### src/rtl/button_sequence_capture_pkg.sv
// Shared game constants: level encodings, press targets and capture FSM states.
// The comparator and playback stage import the same level constants.
package button_sequence_capture_pkg;

  localparam logic [2:0] LV1 = 3'b001;
  localparam logic [2:0] LV2 = 3'b010;
  localparam logic [2:0] LV3 = 3'b100;

  localparam logic [4:0] TARGET_LV1 = 5'd8;
  localparam logic [4:0] TARGET_LV2 = 5'd12;
  localparam logic [4:0] TARGET_LV3 = 5'd16;

  localparam int IDX_W   = 3;
  localparam int NUM_BTN = 8;

  typedef enum logic [1:0] {
    ST_IDLE,
    ST_ARM,
    ST_CAPTURE,
    ST_DONE
  } capture_state_t;

  function automatic logic [4:0] level_target(input logic [2:0] level);
    case (level)
      LV1:     level_target = TARGET_LV1;
      LV2:     level_target = TARGET_LV2;
      LV3:     level_target = TARGET_LV3;
      default: level_target = 5'd0;
    endcase
  endfunction

  // Lowest set bit wins when several buttons settle in the same cycle.
  function automatic logic [IDX_W-1:0] lowest_index(input logic [NUM_BTN-1:0] bits);
    lowest_index = '0;
    for (int i = NUM_BTN - 1; i >= 0; i--) begin
      if (bits[i]) lowest_index = IDX_W'(i);
    end
  endfunction

endpackage

### src/rtl/button_sequence_capture_debounce.sv
// Single-button debouncer: 2-flop synchroniser followed by a stability counter
// that must see DEBOUNCE_CYCLES consecutive differing samples before db moves.
module button_debounce #(
  parameter int DEBOUNCE_CYCLES = 20
) (
  input  logic clk,
  input  logic rst,
  input  logic raw,
  output logic db
);

  localparam int CNT_W = (DEBOUNCE_CYCLES > 1) ? $clog2(DEBOUNCE_CYCLES) : 1;
  localparam logic [CNT_W-1:0] CNT_LAST = CNT_W'(DEBOUNCE_CYCLES - 1);

  logic             sync1;
  logic             sync2;
  logic [CNT_W-1:0] cnt;

  // Counter restarts whenever the input agrees with db, so it never wraps.
  always_ff @(posedge clk or posedge rst) begin
    if (rst) begin
      sync1 <= 1'b0;
      sync2 <= 1'b0;
      cnt   <= '0;
      db    <= 1'b0;
    end else begin
      sync1 <= raw;
      sync2 <= sync1;
      if (sync2 == db) begin
        cnt <= '0;
      end else if (cnt == CNT_LAST) begin
        db  <= sync2;
        cnt <= '0;
      end else begin
        cnt <= cnt + CNT_W'(1);
      end
    end
  end

endmodule

### src/rtl/button_sequence_capture.sv
// Captures one round of player presses as an ordered list of button indices,
// stopping once the latched level's press target is reached.
module button_sequence_capture #(
  parameter int DEBOUNCE_CYCLES = 20,
  parameter int SLOTS           = 16,
  parameter int IDX_W           = 3
) (
  input  logic                       clk,
  input  logic                       rst,
  input  logic                       enable,
  input  logic                       clear,
  input  logic [2:0]                 level,
  input  logic [7:0]                 btn,
  output logic [SLOTS*IDX_W-1:0]     seq_flat,
  output logic [$clog2(SLOTS+1)-1:0] count,
  output logic [7:0]                 press_led,
  output logic                       done
);

  import button_sequence_capture_pkg::*;

  localparam int SLOT_W = $clog2(SLOTS);
  localparam int CNT_W  = $clog2(SLOTS + 1);

  capture_state_t   state;
  logic [7:0]       db;
  logic [7:0]       db_prev;
  logic [7:0]       rise;
  logic [IDX_W-1:0] slots [SLOTS];
  logic [CNT_W-1:0] target;
  logic [CNT_W-1:0] count_next;
  logic             level_ok;

  for (genvar i = 0; i < 8; i++) begin : g_db
    button_debounce #(
      .DEBOUNCE_CYCLES(DEBOUNCE_CYCLES)
    ) u_db (
      .clk(clk),
      .rst(rst),
      .raw(btn[i]),
      .db (db[i])
    );
  end

  assign press_led  = db;
  assign rise       = db & ~db_prev;
  assign count_next = count + CNT_W'(1);
  assign level_ok   = (level == LV1) || (level == LV2) || (level == LV3);

  always_comb begin
    seq_flat = '0;
    for (int k = 0; k < SLOTS; k++) begin
      seq_flat[k*IDX_W +: IDX_W] = slots[k];
    end
  end

  // Round FSM; clear outranks everything, including a press in the same cycle.
  always_ff @(posedge clk or posedge rst) begin
    if (rst) begin
      state   <= ST_IDLE;
      target  <= '0;
      count   <= '0;
      done    <= 1'b0;
      db_prev <= '0;
      slots   <= '{default: '0};
    end else begin
      db_prev <= db;
      if (clear) begin
        state <= ST_IDLE;
        count <= '0;
        done  <= 1'b0;
        slots <= '{default: '0};
      end else begin
        case (state)
          ST_IDLE: begin
            if (enable && level_ok) begin
              target <= CNT_W'(level_target(level));
              state  <= ST_ARM;
            end
          end
          ST_ARM: begin
            if (!enable) begin
              state <= ST_IDLE;
              count <= '0;
              slots <= '{default: '0};
            end else if (db == '0) begin
              state <= ST_CAPTURE;
            end
          end
          ST_CAPTURE: begin
            if (!enable) begin
              state <= ST_IDLE;
              count <= '0;
              slots <= '{default: '0};
            end else if (|rise) begin
              slots[count[SLOT_W-1:0]] <= IDX_W'(lowest_index(rise));
              count <= count_next;
              if (count_next == target) begin
                done  <= 1'b1;
                state <= ST_DONE;
              end
            end
          end
          ST_DONE: begin
          end
          default: state <= ST_IDLE;
        endcase
      end
    end
  end

endmodule

### config.mk
export PLATFORM = sky130hd
export DESIGN_NAME = button_sequence_capture
export DESIGN_NICKNAME = d
export VERILOG_FILES = /design/src/rtl/button_sequence_capture_pkg.sv /design/src/rtl/button_sequence_capture_debounce.sv /design/src/rtl/button_sequence_capture.sv
export SDC_FILE = /design/constraint.sdc
export NUM_CORES = 1
export LEC_CHECK = 0
export ABC_AREA = 1
export CAP_MARGIN = 15
export CORE_MARGIN = 8
export CORE_UTILIZATION = 40
export CTS_BUF_LIST = sky130_fd_sc_hd__clkbuf_4
export DETAILED_ROUTE_END_ITERATION = 8
export PLACE_DENSITY = 0.58
export SYNTH_ARGS = -nofsm -noshare
export SYNTH_HDL_FRONTEND = slang
export SYNTH_SLANG_ARGS = --single-unit
### constraint.sdc
create_clock -name clk -period 5.7 [get_ports clk]
set_input_delay 1.14 -clock clk [delete_from_list [all_inputs] [get_ports clk]]
set_output_delay 1.14 -clock clk [all_outputs]
set_load 0.05 [all_outputs]
==> results.ini, run 1 <==
[status]
status=finished clean

[worst_hold_path]
worstHoldEndpoint=g_db[1].u_db.sync2
min-delay-path-class=flop to flop
min_from=g_db[1].u_db.sync1
hold-path-cell-count=0

[floorplanning]
row_count=44
die-area_sq_um=18600
pin_count=77
die_h_um=136
die_x_um=136
start_util_pct=40.4
core_area_sq_um=14400

[critical_path]
cpMaxStageDelayCell=clkdlybuf4s50_1
start_kind=flop
reg2reg_from=state[0]
worstPathRequired_ns=4.56
r2r_slack_ns=3.62
crit_chain=clkdlybuf4s50_1
ff2ff_path_depth=10
path_max_fanout=9
crit_buf_inv=1
cp_top_family=buffers and inverters
worst_path_largest_cell_delay_ns=0.90
cp.arrival_ns=1.94
crit_path_end_kind=output pin
worst-setup-path-type=flop to output pin
worst_r2r_endpoint=seq_flat[5]

[global_route]
grt_max_degree=60
grt.overflow.total=0
first_global_vias=4216
grtUsageTotal_pct=13.8
antenna_found_initial=0
grt_pass1_wl_um=20100

[logic_synthesis]
synthFlopType=dfrtp_1
post-synth-top-area-cell=dfrtp_1
ys_async_sr_fraction_pct=100
synth_edf_count=0
ys_types=33
yosys_register_bits=131
yosys_warnings=0
synth.area.top_cells=dfrtp_1, nand2_1, nor2_1
synth-seq-area-share_pct=56.5
syn_area_sq_um=5800
avgSynthCellArea_sq_um=9.73
synth_top_area_share_pct=56.5
syn_nets=627
synth_cells=596

[sta]
max_freq_mhz=324
max_slew_margin_pct=53.5
timing.final.crit_share_pct=54.1
skew_ns=0.0159
finalHoldViolCount=0
drv_slew=0
rsz0062_at_grt=no
fin_crit_ns=3.08
setup-violations-final=0
tns_ns=0
tightest_slew_ns=0.697

[route]
drtIter0Drc=165
via_per_inst=4.73
dr.pass1.iters=4
wire_per_inst_um=13.6
drc=0
vias=4123
finalWirelength_um=11900
detail-route-antenna-nets=0

[cells_and_area]
nets=707
area_delta_synth_final_pct=18.5
drive_gt1_share_pct=11.8
postLayoutCoreUtil_pct=47.8
n_antenna_cell=0

[pwr]
internal-power_mw=1.22
p_per_area_nw_per_um2=248
p_total_mw=1.70
seqPwrFrac_pct=58.0
p_sw_mw=0.483
p_clk_share_pct=28.7
peakVddDrop_v=0.000222
combPwrFrac_pct=13.3
switching_share_pct=28.3
power_leakage_nw=3.25

[cts]
cts_sinks=131
cts_tree=done
cts_resized=0
cts_buffer_depth=2
clk_pin_slew_worst_paths_ns=0.10
cts.htree.levels=4
postCtsSetupBuffers=0
ctsHoldBuffers=0
numCtsBuffers=17
insertion_delay_ns=0.52
cts_root_buf=clkbuf_4

[run]
drv_cap=0

[placed_design]
io_buffer_count=76
dp_hpwl_um=8710
place.gp.congestion=0.773

state kept, by name, summed over array words and instances (netlist names):
signal           count
done                 1
count                5
db_prev              8
seq_flat            48
target               3
state                2
g_db.u_db.db         8
g_db.u_db.cnt       40
g_db.u_db.sync2      8
g_db.u_db.sync1      8
Yosys cell counts (2+ instances only):
cell,instances
clkbuf_2,2
a21oi_1,8
o21ai_1,22
nand2_1,121
nor2_2,4
nand2_4,8
dfrtp_1,131
inv_1,50
xnor2_1,11
nand4_1,3
ha_1,16
o22ai_1,2
nand3_1,41
o21ai_2,20
buf_4,12
inv_2,4
xor2_1,16
nand2_2,3
o21a_1,7
mux2_2,7
nand3_2,3
o21ai_0,24
nor2_1,71
metrics by stage:
step	cells	instance area, sq um	hold slack (ns)	setup WS, ns
floorplan	596	5800	0.331	1.06
global placement	841	6670	0.333	2.65
detailed placement	841	6670	0.336	2.51
CTS	871	6870	0.359	2.55
global route	871	6870	0.370	2.50
finish	871	6870	0.356	2.62
kinds of logic (layout without fill, tap and decap cells):
kind of cell / count (synthesis) / after routing / synth area share, %
adder cells (fa/ha/maj): 16 / 16 / 3.45
AO/OA/AOI/OAI: 84 / 84 / 8.91
AND/OR/NAND/NOR: 258 / 258 / 19.7
multiplexers: 7 / 7 / 1.36
buffers and inverters: 73 / 164 / 6.04
XOR/XNOR: 27 / 27 / 4.08
flip-flops: 131 / 131 / 56.5
power by group through the flow:
| stage | registers, mW | logic [mW] | clock network, mW |
|---|---|---|---|
| 5_1_grt | 0.994 | 0.265 | 0.556 |
| 4_1_cts | 0.989 | 0.230 | 0.511 |
| 3_5_place_dp | 1.01 | 0.230 | 0 |
| 2_1_floorplan | 1.00 | 0.186 | 0 |
| 6_report | 0.989 | 0.226 | 0.489 |
| 3_3_place_gp | 1.01 | 0.223 | 0 |
metal layers:
metal	global-route usage, %	share of wire [%]	up-vias
met3	4.88	5.7	10
met2	23.1	49	74
met1	16.2	44	1964
li1	-	-	2075
met5	0	0	-
met4	4.51	1.1	0
worst max path at each step:
stage                     startpoint           to  slack, ns  depth (start not counted)
after floorplan                  rst     count[0]       1.06                          1
after global routing        count[2]     count[2]       2.50                          1
after CTS                   count[0]     count[0]       2.55                          1
after detailed placement       clear  seq_flat[5]       2.51                         10
after global placement         clear  seq_flat[3]       2.65                         10
final                       count[0]     count[0]       2.62                          1
cells in the final DEF, fill, tap and decap left out, drive strengths merged, types with 7 or more instances in the layout:
| cell type | instances |
|---|---|
| a21oi | 8 |
| clkbuf | 21 |
| clkdlybuf4s50 | 76 |
| clkinv | 9 |
| dfrtp | 131 |
| ha | 16 |
| inv | 55 |
| mux2 | 7 |
| nand2 | 132 |
| nand3 | 44 |
| nor2 | 76 |
| o21a | 7 |
| o21ai | 66 |
| xnor2 | 11 |
| xor2 | 16 |
layout make-up:
class,instances,area (sq um)
fill,1335,7500
sequential,131,3280
multi-input combinational,392,2170
timing repair buffer,78,776
tap,184,230
inverter,56,216
clock buffer,21,158
clock inverter,9,42.5
Note: power is estimated with default switching activity, not from simulation.
==> run 2: changes to the inputs <==
==> constraint.sdc (replaced) <==
create_clock -name clk -period 2.95 [get_ports clk]
set_input_delay 0.59 -clock clk [delete_from_list [all_inputs] [get_ports clk]]
set_output_delay 0.59 -clock clk [all_outputs]
set_load 0.05 [all_outputs]
==> run 2 against run 1 <==
Compared with the run above:
- sequential power grew 93%
- setup slack lost 2.2 ns
- critical path type unchanged
- non-clock buffer count is the same
- clock skew shrank 0.00087 ns
- global-route usage grew 0.42 points
- cell area grew 0.87%
==> results.ini, run 2 (synthesis gave the netlist of run 1 again) <==
[route]
dr.pass1.iters=4  ; unchanged
finalWirelength_um=12100  ; was 11900 um
wire_per_inst_um=13.9  ; was 13.6 um
detail-route-antenna-nets=0  ; unchanged
drc=0  ; unchanged
drtIter0Drc=258  ; was 165
via_per_inst=4.84  ; was 4.73
vias=4221  ; was 4123

[critical_path]
ff2ff_path_depth=11  ; was 10
crit_buf_inv=1  ; unchanged
cp_top_family=buffers and inverters  ; unchanged
r2r_slack_ns=1.00  ; was 3.62 ns
start_kind=flop  ; unchanged
path_max_fanout=9  ; unchanged
worst_r2r_endpoint=seq_flat[15]  ; was seq_flat[5]
worst-setup-path-type=flop to output pin  ; unchanged
reg2reg_from=state[0]  ; unchanged
worst_path_largest_cell_delay_ns=0.90  ; about the same
crit_chain=clkdlybuf4s50_1  ; unchanged
crit_path_end_kind=output pin  ; unchanged
cpMaxStageDelayCell=clkdlybuf4s50_1  ; unchanged
cp.arrival_ns=1.96  ; was 1.94 ns
worstPathRequired_ns=2.36  ; was 4.56 ns

[cells_and_area]
instances_no_fill=873  ; was 871
layout_common_cells=dfrtp_1, nand2_1, clkdlybuf4s50_1, nor2_1, inv_1  ; unchanged
final_common_cell=dfrtp_1  ; unchanged
n_antenna_cell=0  ; unchanged
drive_gt1_share_pct=12.5  ; was 11.8%
area_delta_synth_final_pct=19.5  ; was 18.5%
fill_cells=1326  ; was 1335
nets=707  ; unchanged
largest_reg_flops=48  ; unchanged

[sta]
drv_slew=0  ; unchanged
rsz0062_at_grt=no  ; unchanged
fin_crit_ns=2.55
max_freq_mhz=392
tns_ns=0  ; unchanged
worst_slack_ns=0.397  ; was 2.62 ns
max_slew_margin_pct=49.1  ; was 53.5%
setup-violations-final=0  ; unchanged
skew_ns=0.0151  ; was 0.0159 ns
finalHoldViolCount=0  ; unchanged
tightest_slew_ns=0.764  ; was 0.697 ns
timing.final.crit_share_pct=86.5

[placed_design]
place.gp.congestion=0.784  ; was 0.773
dp_cells=841  ; unchanged
io_buffer_count=76  ; unchanged
dp_hpwl_um=8740  ; was 8710 um
dp_slack_ns=0.440  ; was 2.51 ns

[cts]
ctsHoldBuffers=0  ; unchanged
postCtsSetupBuffers=0  ; unchanged
cts_buffer_depth=2  ; unchanged
numCtsBuffers=17  ; unchanged
cts_sinks=131  ; unchanged
cts_resized=0  ; unchanged
cts.htree.levels=4  ; unchanged
clk_pin_slew_worst_paths_ns=0.11  ; was 0.10 ns
insertion_delay_ns=0.53  ; was 0.52 ns
cts_root_buf=clkbuf_4  ; unchanged
cts_tree=done  ; unchanged

[worst_hold_path]
worstHoldEndpoint=g_db[6].u_db.sync2  ; was g_db[1].u_db.sync2
min_from=g_db[6].u_db.sync1  ; was g_db[1].u_db.sync1
hold-path-cell-count=0  ; unchanged
min-delay-path-class=flop to flop  ; unchanged

[floorplanning]
start_util_pct=40.4  ; unchanged
die_x_um=136  ; unchanged
row_count=44  ; unchanged
core_area_sq_um=14400  ; unchanged
pin_count=77  ; unchanged
die_h_um=136  ; unchanged
die-area_sq_um=18600  ; unchanged

[global_route]
grt_max_degree=132  ; was 60
grtUsageTotal_pct=14.2  ; was 13.8%
antenna_found_initial=0  ; unchanged
first_global_vias=4376  ; was 4216
grt_pass1_wl_um=20800  ; was 20100 um
grt.overflow.total=0  ; unchanged

[pwr]
power_leakage_nw=3.27  ; was 3.25 nW
p_total_mw=3.44  ; was 1.70 mW
p_per_area_nw_per_um2=496  ; was 248 nW/um^2
peakVddDrop_v=0.000315  ; was 0.000222 V

[run]
drv_cap=0  ; unchanged

[status]
status=finished clean  ; unchanged

## run 2: cell types whose count changed in the layout (fill, tap and decap cells not counted)
cell,change
inv_4,-1
clkinvlp_4,+1
clkinv_1,-3
clkinv_2,+2
bufinv_16,+1
buf_12,+1
buf_4,-1
clkinv_4,+2
## run 2: worst max-delay path by stage
stage,from,end,slack [ns],cells after the start
3_5_place_dp,clear,seq_flat[17],0.44,11
3_3_place_gp,clear,seq_flat[24],0.49,11
6_report,count[0],count[0],0.40,1
2_1_floorplan,rst,count[0],0.74,1
4_1_cts,count[0],count[0],0.33,1
5_1_grt,count[2],count[2],0.27,1
## run 2: where the power goes
group          internal, mW  switching, mW  total, mW
combinational         0.160          0.288      0.448
clock                 0.446          0.632       1.08
sequential             1.86         0.0489       1.91
total                  2.47          0.968       3.44
## run 2: worst register-to-register path, cell delays in order, from the launching register on
cell	delay [ns]
dfrtp_1	0.38
inv_1	0.07
ha_1	0.21
nand2_1	0.13
nor2_4	0.07
nand3_2	0.11
nand2_2	0.09
inv_2	0.29
buf_4	0.24
o21ai_2	0.09
nand2_1	0.07
o21ai_0	0.07
## run 2: through the flow
| stage | util (%) | hold slack (ns) | cell area, sq um |
|---|---|---|---|
| after floorplan | - | 0.331 | 5800 |
| after global placement | 46.5 | 0.332 | 6690 |
| after detailed placement | 46.5 | 0.336 | 6690 |
| after CTS | 48.2 | 0.361 | 6930 |
| after global routing | 48.2 | 0.363 | 6930 |
| final | 48.2 | 0.357 | 6930 |
## run 2: metal layers
| layer | up-vias | wire (um) | global-route usage (%) |
|---|---|---|---|
| met2 | 83 | 6160 | 24.2 |
| met1 | 2043 | 5070 | 16.3 |
| met3 | 11 | 737 | 4.73 |
| met4 | 0 | 123 | 5.06 |
| li1 | 2084 | - | - |
| met5 | - | 0 | 0 |
## run 2: area by class of cell
cell class	count	area (sq um)	area share, %
clock inverter	11	88.8	1.28
multi-input combinational	392	2170	31.3
sequential	131	3280	47.3
inverter	56	218	3.14
clock buffer	21	158	2.27
tap	184	230	3.32
timing repair buffer	78	788	11.4
